==> config.mk <==
export PLATFORM = sky130hd
export DESIGN_NAME = simple_pipe_param
export DESIGN_NICKNAME = d
export VERILOG_FILES = /design/src/rtl/simple_pipe_pkg.sv /design/src/rtl/simple_pipe_scoreboard.sv /design/src/rtl/simple_pipe_param.sv
export SDC_FILE = /design/constraint.sdc
export NUM_CORES = 1
export LEC_CHECK = 0
export CORE_UTILIZATION = 42
export CTS_BUF_LIST = sky130_fd_sc_hd__clkbuf_4
export CTS_CLUSTER_SIZE = 25
export DETAILED_ROUTE_END_ITERATION = 10
export HOLD_SLACK_MARGIN = 0.02
export PLACE_DENSITY_LB_ADDON = 0.15
export SYNTH_ARGS = -nofsm -noshare
export SYNTH_HDL_FRONTEND = slang
export SYNTH_SLANG_ARGS = --single-unit
==> constraint.sdc <==
create_clock -name clk -period 8.1 [get_ports clk]
set_input_delay 1.62 -clock clk [delete_from_list [all_inputs] [get_ports clk]]
set_output_delay 1.62 -clock clk [all_outputs]
set_load 0.05 [all_outputs]
==> src/rtl/simple_pipe_pkg.sv <==
// Shared opcode encoding and ALU behaviour for the simple forwarding pipeline.
package simple_pipe_pkg;

    localparam int OP_W = 3;

    localparam logic [OP_W-1:0] OP_NOP = 3'b000;
    localparam logic [OP_W-1:0] OP_ADD = 3'b001;
    localparam logic [OP_W-1:0] OP_SUB = 3'b010;
    localparam logic [OP_W-1:0] OP_AND = 3'b011;
    localparam logic [OP_W-1:0] OP_OR  = 3'b100;
    localparam logic [OP_W-1:0] OP_XOR = 3'b101;
    localparam logic [OP_W-1:0] OP_SHL = 3'b110;
    localparam logic [OP_W-1:0] OP_LI  = 3'b111;

    // The ALU works on the widest supported word; callers truncate to DATA_W,
    // which gives modulo-2^DATA_W arithmetic for every operation.
    localparam int MAX_W = 64;
    typedef logic [MAX_W-1:0] word_t;

    // Every opcode except NOP writes its destination register.
    function automatic logic is_write(input logic [OP_W-1:0] op);
        return op != OP_NOP;
    endfunction

    // sh_w is clog2(DATA_W): only that many low bits of b form the shift amount.
    function automatic word_t alu(input logic [OP_W-1:0] op, input word_t a,
                                  input word_t b, input word_t imm, input int sh_w);
        word_t mask;
        mask = (word_t'(1) << sh_w) - word_t'(1);
        case (op)
            OP_ADD:  return a + b;
            OP_SUB:  return a - b;
            OP_AND:  return a & b;
            OP_OR:   return a | b;
            OP_XOR:  return a ^ b;
            OP_SHL:  return a << (b & mask);
            OP_LI:   return imm;
            default: return '0;
        endcase
    endfunction

endpackage

==> src/rtl/simple_pipe_scoreboard.sv <==
// Per-register pipeline occupancy: bit1 = a writer of this register is in EX,
// bit0 = a writer is in WB. Drives operand-forwarding selection in ID.
module simple_pipe_scoreboard
    import simple_pipe_pkg::*;
#(
    parameter int NREG   = 4,
    parameter int REG_AW = 2
) (
    input  logic              clk,
    input  logic              rst,
    input  logic              shift_en,
    input  logic              set_en,
    input  logic [REG_AW-1:0] set_rd,
    input  logic [REG_AW-1:0] rs1,
    input  logic [REG_AW-1:0] rs2,
    output logic [1:0]        rs1_info,
    output logic [1:0]        rs2_info
);

    logic [1:0] sb [NREG];

    // Every progressing cycle each entry moves one stage along; a newly
    // accepted writer marks its destination as occupied in EX.
    always_ff @(posedge clk) begin
        if (rst) begin
            for (int i = 0; i < NREG; i++) sb[i] <= 2'b00;
        end else if (shift_en) begin
            for (int i = 0; i < NREG; i++)
                sb[i] <= {set_en && (set_rd == REG_AW'(i)), sb[i][1]};
        end
    end

    assign rs1_info = sb[rs1];
    assign rs2_info = sb[rs2];

endmodule

==> src/rtl/simple_pipe_param.sv <==
// Three-stage ID/EX/WB pipeline with full forwarding, stall handshake,
// write-back observation port and a retired-write counter.
// Handshake: an instruction is taken on a rising edge where inst_valid and
// inst_ready are both high; inst_ready is simply !stall, so it never depends
// on inst_valid.
module simple_pipe_param
    import simple_pipe_pkg::*;
#(
    parameter int DATA_W = 8,
    parameter int NREG   = 4,
    parameter int CNT_W  = 16,
    localparam int REG_AW = $clog2(NREG),
    localparam int INST_W = OP_W + 3 * REG_AW
) (
    input  logic              clk,
    input  logic              rst,
    input  logic [INST_W-1:0] inst,
    input  logic              inst_valid,
    output logic              inst_ready,
    input  logic              stall,
    input  logic [REG_AW-1:0] dbg_rd,
    output logic [DATA_W-1:0] dbg_rd_data,
    output logic              wb_valid,
    output logic [REG_AW-1:0] wb_rd,
    output logic [DATA_W-1:0] wb_data,
    output logic [CNT_W-1:0]  retire_cnt
);

    localparam int SH_W  = $clog2(DATA_W);
    localparam int IMM_W = 2 * REG_AW;

    // Instruction fields, MSB first: op, rs1, rs2, rd. LI's immediate is the
    // concatenated rs1/rs2 field.
    logic [OP_W-1:0]   id_op;
    logic [REG_AW-1:0] id_rs1, id_rs2, id_rd;
    logic [IMM_W-1:0]  id_imm;

    assign id_op  = inst[INST_W-1 -: OP_W];
    assign id_rs1 = inst[3*REG_AW-1 -: REG_AW];
    assign id_rs2 = inst[2*REG_AW-1 -: REG_AW];
    assign id_rd  = inst[REG_AW-1:0];
    assign id_imm = inst[IMM_W+REG_AW-1:REG_AW];

    logic accept;
    assign inst_ready = !stall;
    assign accept     = inst_valid && inst_ready;

    logic [DATA_W-1:0] regs [NREG];

    // ID/EX stage registers
    logic              ex_we;
    logic [OP_W-1:0]   ex_op;
    logic [REG_AW-1:0] ex_rd;
    logic [DATA_W-1:0] ex_a, ex_b;
    logic [IMM_W-1:0]  ex_imm;
    logic [DATA_W-1:0] ex_result;

    assign ex_result = DATA_W'(alu(ex_op, word_t'(ex_a), word_t'(ex_b),
                                   word_t'(ex_imm), SH_W));

    logic [1:0] rs1_info, rs2_info;

    simple_pipe_scoreboard #(
        .NREG   (NREG),
        .REG_AW (REG_AW)
    ) u_sb (
        .clk      (clk),
        .rst      (rst),
        .shift_en (!stall),
        .set_en   (accept && is_write(id_op)),
        .set_rd   (id_rd),
        .rs1      (id_rs1),
        .rs2      (id_rs2),
        .rs1_info (rs1_info),
        .rs2_info (rs2_info)
    );

    // Operand select: youngest producer (EX) first, then WB, then register file.
    logic [DATA_W-1:0] op_a, op_b;
    always_comb begin
        op_a = regs[id_rs1];
        op_b = regs[id_rs2];
        if (rs1_info[1])      op_a = ex_result;
        else if (rs1_info[0]) op_a = wb_data;
        if (rs2_info[1])      op_b = ex_result;
        else if (rs2_info[0]) op_b = wb_data;
    end

    // Pipeline advance; a cycle without accept injects a NOP bubble into EX.
    always_ff @(posedge clk) begin
        if (rst) begin
            ex_we    <= 1'b0;
            ex_op    <= OP_NOP;
            ex_rd    <= '0;
            ex_a     <= '0;
            ex_b     <= '0;
            ex_imm   <= '0;
            wb_valid <= 1'b0;
            wb_rd    <= '0;
            wb_data  <= '0;
        end else if (!stall) begin
            ex_we    <= accept && is_write(id_op);
            ex_op    <= accept ? id_op : OP_NOP;
            ex_rd    <= id_rd;
            ex_a     <= op_a;
            ex_b     <= op_b;
            ex_imm   <= id_imm;
            wb_valid <= ex_we;
            wb_rd    <= ex_rd;
            wb_data  <= ex_result;
        end
    end

    // Register file write from WB, with the retired-write counter alongside.
    always_ff @(posedge clk) begin
        if (rst) begin
            for (int i = 0; i < NREG; i++) regs[i] <= '0;
            retire_cnt <= '0;
        end else if (wb_valid && !stall) begin
            regs[wb_rd] <= wb_data;
            retire_cnt  <= retire_cnt + CNT_W'(1);
        end
    end

    assign dbg_rd_data = regs[dbg_rd];

endmodule

==> results.json <==
{
  "clock_skew_ns": 0.0156,
  "arrival_ns": 3.77,
  "cts_setup_buffers": 0,
  "wire_length_of_the_first_global_routing_pass_um": 21400,
  "hold_ws_ns": 0.494,
  "crit_type": "in -> out",
  "dominant_combinational_cell_family_by_area_after_synthesis": "multiplexers",
  "detail-route-antenna-nets": 0,
  "dominantRegCellSynth": "sky130_fd_sc_hd__dfxtp_1",
  "nets": 594,
  "tns_ns": 0,
  "drt_first_pass_iters": 6,
  "worstMarginPinSlew_ns": 1.26,
  "antenna_found_initial": 0,
  "irDropWorstVdd_mv": 0.121,
  "syn2layout_area_growth_pct": 12.7,
  "power.static_leakage_nw": 2.32,
  "drc": 0,
  "reg2reg_from": "ex_op[1]",
  "timing_hold_violations_final": 0,
  "grt.total_usage_pct": 19.6,
  "critical-path-slowest-cell": "sky130_fd_sc_hd__clkdlybuf4s50_1",
  "drt_wl_total_um": 13000,
  "pwr_density_cell_nw_per_um2": 155,
  "finalWeightedCongestion": 0.850,
  "design.core.area_um2": 12800,
  "cts-buffers-inserted": 9,
  "cts_resized": 0,
  "yosysWarningCount": 0,
  "worstHoldStart": "retire_cnt[15]",
  "crit_path_start": "dbg_rd[0]",
  "finalWorstPathRequiredPeriod_ns": 5.39,
  "cts.clk_slew.worst_paths_ns": 0.12,
  "netlist_area_um2": 5610,
  "ys_seq_elements": 93,
  "cpMostUsedCell": "sky130_fd_sc_hd__clkdlybuf4s50_1",
  "synth_area_per_cell_um2": 10.9,
  "synth_cell_type_count": 54,
  "slew_headroom_pct": 16.0,
  "slew_limit_fails": 0,
  "post_synth_fa_ha_maj_area_fraction_pct": 6.15,
  "routed_wire_length_per_instance_um": 17.8,
  "cp_slowest_stage_delay_ns": 0.83,
  "floorplan.die.height_um": 118,
  "worst-endpoint-required_ns": 6.48,
  "worst_skew_pair.late_latency_ns": 0.47,
  "run_status": "finished clean",
  "grt_pass1_vias": 4062,
  "holdCritPathClass": "reg -> reg",
  "fin_util_pct": 49.3,
  "grt_setup_unrepaired": "false",
  "vias_per_cell": 5.64,
  "synthesis.instances": 516,
  "num_antenna_cells": 0,
  "total_die_area_um2": 13800,
  "core.rowCount": 41,
  "count_of_flip_flops_with_a_built_in_enable_after_synthesis": 40,
  "cp_cell_sequence": "clkdlybuf4s50_1 -> mux4_2 -> clkdlybuf4s50_1",
  "clkSinkCount": 93,
  "critPathMaxFanout": 8,
  "critPathCaptureType": "primary output",
  "post_cts_hold_buffer_count": 0,
  "initial_utilization_pct": 43.8,
  "vias": 4111,
  "placement.io_buffers": 50,
  "postSynthNetCount": 558,
  "fmax_mhz": 186,
  "root_buffer": "sky130_fd_sc_hd__clkbuf_4",
  "drt_iter0_markers": 163,
  "setup_violations": 0,
  "ys_seq_area_share_pct": 40.3,
  "hpwl_um": 9940,
  "synthXorXnorAreaFrac_pct": 3.74,
  "clock_path_buffers": 2,
  "tritoncts": "yes",
  "globalRouteOverflowTotal": 0,
  "maxCapViolations": 0,
  "postSynth.asyncResetShare_pct": 0,
  "clock_tree.htree_level_count": 3,
  "die_w_um": 118,
  "top_ports": 51,
  "grt_max_degree": 39,
  "synth_simple_gate_area_share_pct": 15.0,
  "yosys-mux-area-fraction_pct": 19.3,
  "cp-start-kind": "input pin",
  "min_period_over_period_pct": 66.5,
  "synth_compound_gate_area_share_pct": 11.1,
  "post_route_cells_drive_above_1_share_pct": 10.1
}
[synthesized netlist by cell type, types with 3 or more instances]
cell type	count	area share, %
sky130_fd_sc_hd__inv_1	23	1.5
sky130_fd_sc_hd__a22o_1	4	0.62
sky130_fd_sc_hd__mux2i_1	30	5.3
sky130_fd_sc_hd__o31ai_1	5	0.67
sky130_fd_sc_hd__nor2b_1	7	0.78
sky130_fd_sc_hd__nor3_1	5	0.45
sky130_fd_sc_hd__o221ai_1	4	0.62
sky130_fd_sc_hd__xnor2_1	16	2.5
sky130_fd_sc_hd__or3_1	3	0.33
sky130_fd_sc_hd__or2_2	4	0.45
sky130_fd_sc_hd__a221o_1	11	2.0
sky130_fd_sc_hd__ha_1	26	5.8
sky130_fd_sc_hd__xor2_1	8	1.2
sky130_fd_sc_hd__buf_4	7	0.94
sky130_fd_sc_hd__nand4_1	3	0.33
sky130_fd_sc_hd__clkbuf_1	11	0.74
sky130_fd_sc_hd__mux4_2	29	12
sky130_fd_sc_hd__nand2_1	27	1.8
sky130_fd_sc_hd__mux4_1	4	1.9
sky130_fd_sc_hd__dfxtp_1	53	19
sky130_fd_sc_hd__a22oi_1	6	0.80
sky130_fd_sc_hd__buf_2	5	0.45
sky130_fd_sc_hd__a21o_1	3	0.40
sky130_fd_sc_hd__and2_1	37	4.1
sky130_fd_sc_hd__a221oi_1	4	0.62
sky130_fd_sc_hd__edfxtp_1	40	21
sky130_fd_sc_hd__nor2_1	60	4.0
sky130_fd_sc_hd__a31oi_1	5	0.56
sky130_fd_sc_hd__and3_1	4	0.45
sky130_fd_sc_hd__a21oi_1	15	1.3
sky130_fd_sc_hd__o21ai_0	17	1.5
sky130_fd_sc_hd__buf_6	3	0.60
sky130_fd_sc_hd__nand3_1	7	0.62
[registers in the layout, summed over array words and instances, names as in the netlist, 2 cells and up]
| signal | flops |
|---|---|
| ex_a | 8 |
| retire_cnt | 16 |
| ex_imm | 4 |
| ex_op | 3 |
| wb_data | 8 |
| ex_rd | 2 |
| wb_rd | 2 |
| ex_b | 8 |
| regs | 32 |
| u_sb.sb | 8 |
[final cells by class]
type	instances	area [um2]
multi-input combinational	372	3110
inverter	23	86.3
tap	172	215
fill	1216	6500
sequential	93	2260
clock inverter	7	66.3
timing repair buffer	53	523
clock buffer	9	67.6
[report_power, final]
part	internal, mW	total (mW)	switching (mW)	leakage [nW]
Clock	0.0930	0.250	0.157	0.0765
Sequential	0.505	0.528	0.0234	0.849
Combinational	0.0912	0.200	0.108	1.40
[layout by cell type (no fill, tap or decap), types with 7 or more instances in the layout]
master	count
sky130_fd_sc_hd__nor2b_1	7
sky130_fd_sc_hd__clkdlybuf4s50_1	50
sky130_fd_sc_hd__o21ai_0	17
sky130_fd_sc_hd__and2_1	37
sky130_fd_sc_hd__dfxtp_1	53
sky130_fd_sc_hd__xor2_1	8
sky130_fd_sc_hd__clkbuf_4	9
sky130_fd_sc_hd__a221o_1	11
sky130_fd_sc_hd__mux4_2	29
sky130_fd_sc_hd__nor2_1	60
sky130_fd_sc_hd__nand2_1	27
sky130_fd_sc_hd__inv_1	24
sky130_fd_sc_hd__xnor2_1	16
sky130_fd_sc_hd__edfxtp_1	40
sky130_fd_sc_hd__ha_1	26
sky130_fd_sc_hd__nand3_1	7
sky130_fd_sc_hd__a21oi_1	15
sky130_fd_sc_hd__mux2i_1	30
[layer usage]
layer | routed length (um) | track usage, % | up-vias
li1 | - | - | 1982
met2 | 6340 | 31.6 | 105
met3 | 501 | 3.73 | 17
met4 | 221 | 6.73 | 0
met5 | 0 | 0 | -
met1 | 5950 | 26.4 | 2007
[worst paths after layout]
kind / endpoint / slack, ns / depth (start not counted)
min: retire_cnt[15] / 0.49 / 2
min reg2reg: retire_cnt[15] / 0.49 / 2
max: dbg_rd_data[0] / 2.71 / 3
max reg2reg: ex_b[5] / 4.54 / 10
[kinds of logic (layout without fill, tap and decap cells)]
| logic type | Yosys count | count (layout) |
|---|---|---|
| compound gates | 88 | 88 |
| flops | 93 | 93 |
| buf+inv | 51 | 92 |
| mux | 65 | 65 |
| fa+ha+maj | 27 | 27 |
| simple gates | 168 | 168 |
| xor+xnor | 24 | 24 |
[through the flow]
stage          setup WS [ns]  total power [mW]  cells  instance area (um2)
2_1_floorplan           3.72             0.685    516                 5610
5_1_grt                 2.61              1.02    729                 6330
6_report                2.71             0.977    729                 6330
4_1_cts                 2.69             0.988    729                 6330
3_3_place_gp            2.72             0.733    713                 6190
3_5_place_dp            2.71             0.737    713                 6190
[worst max-delay path: cells and delay by family]
family                 cells  cell delay, ns
multiplexers               1            0.59
buffers and inverters      2            1.55
No activity file was read; power rests on OpenSTA's default activity.
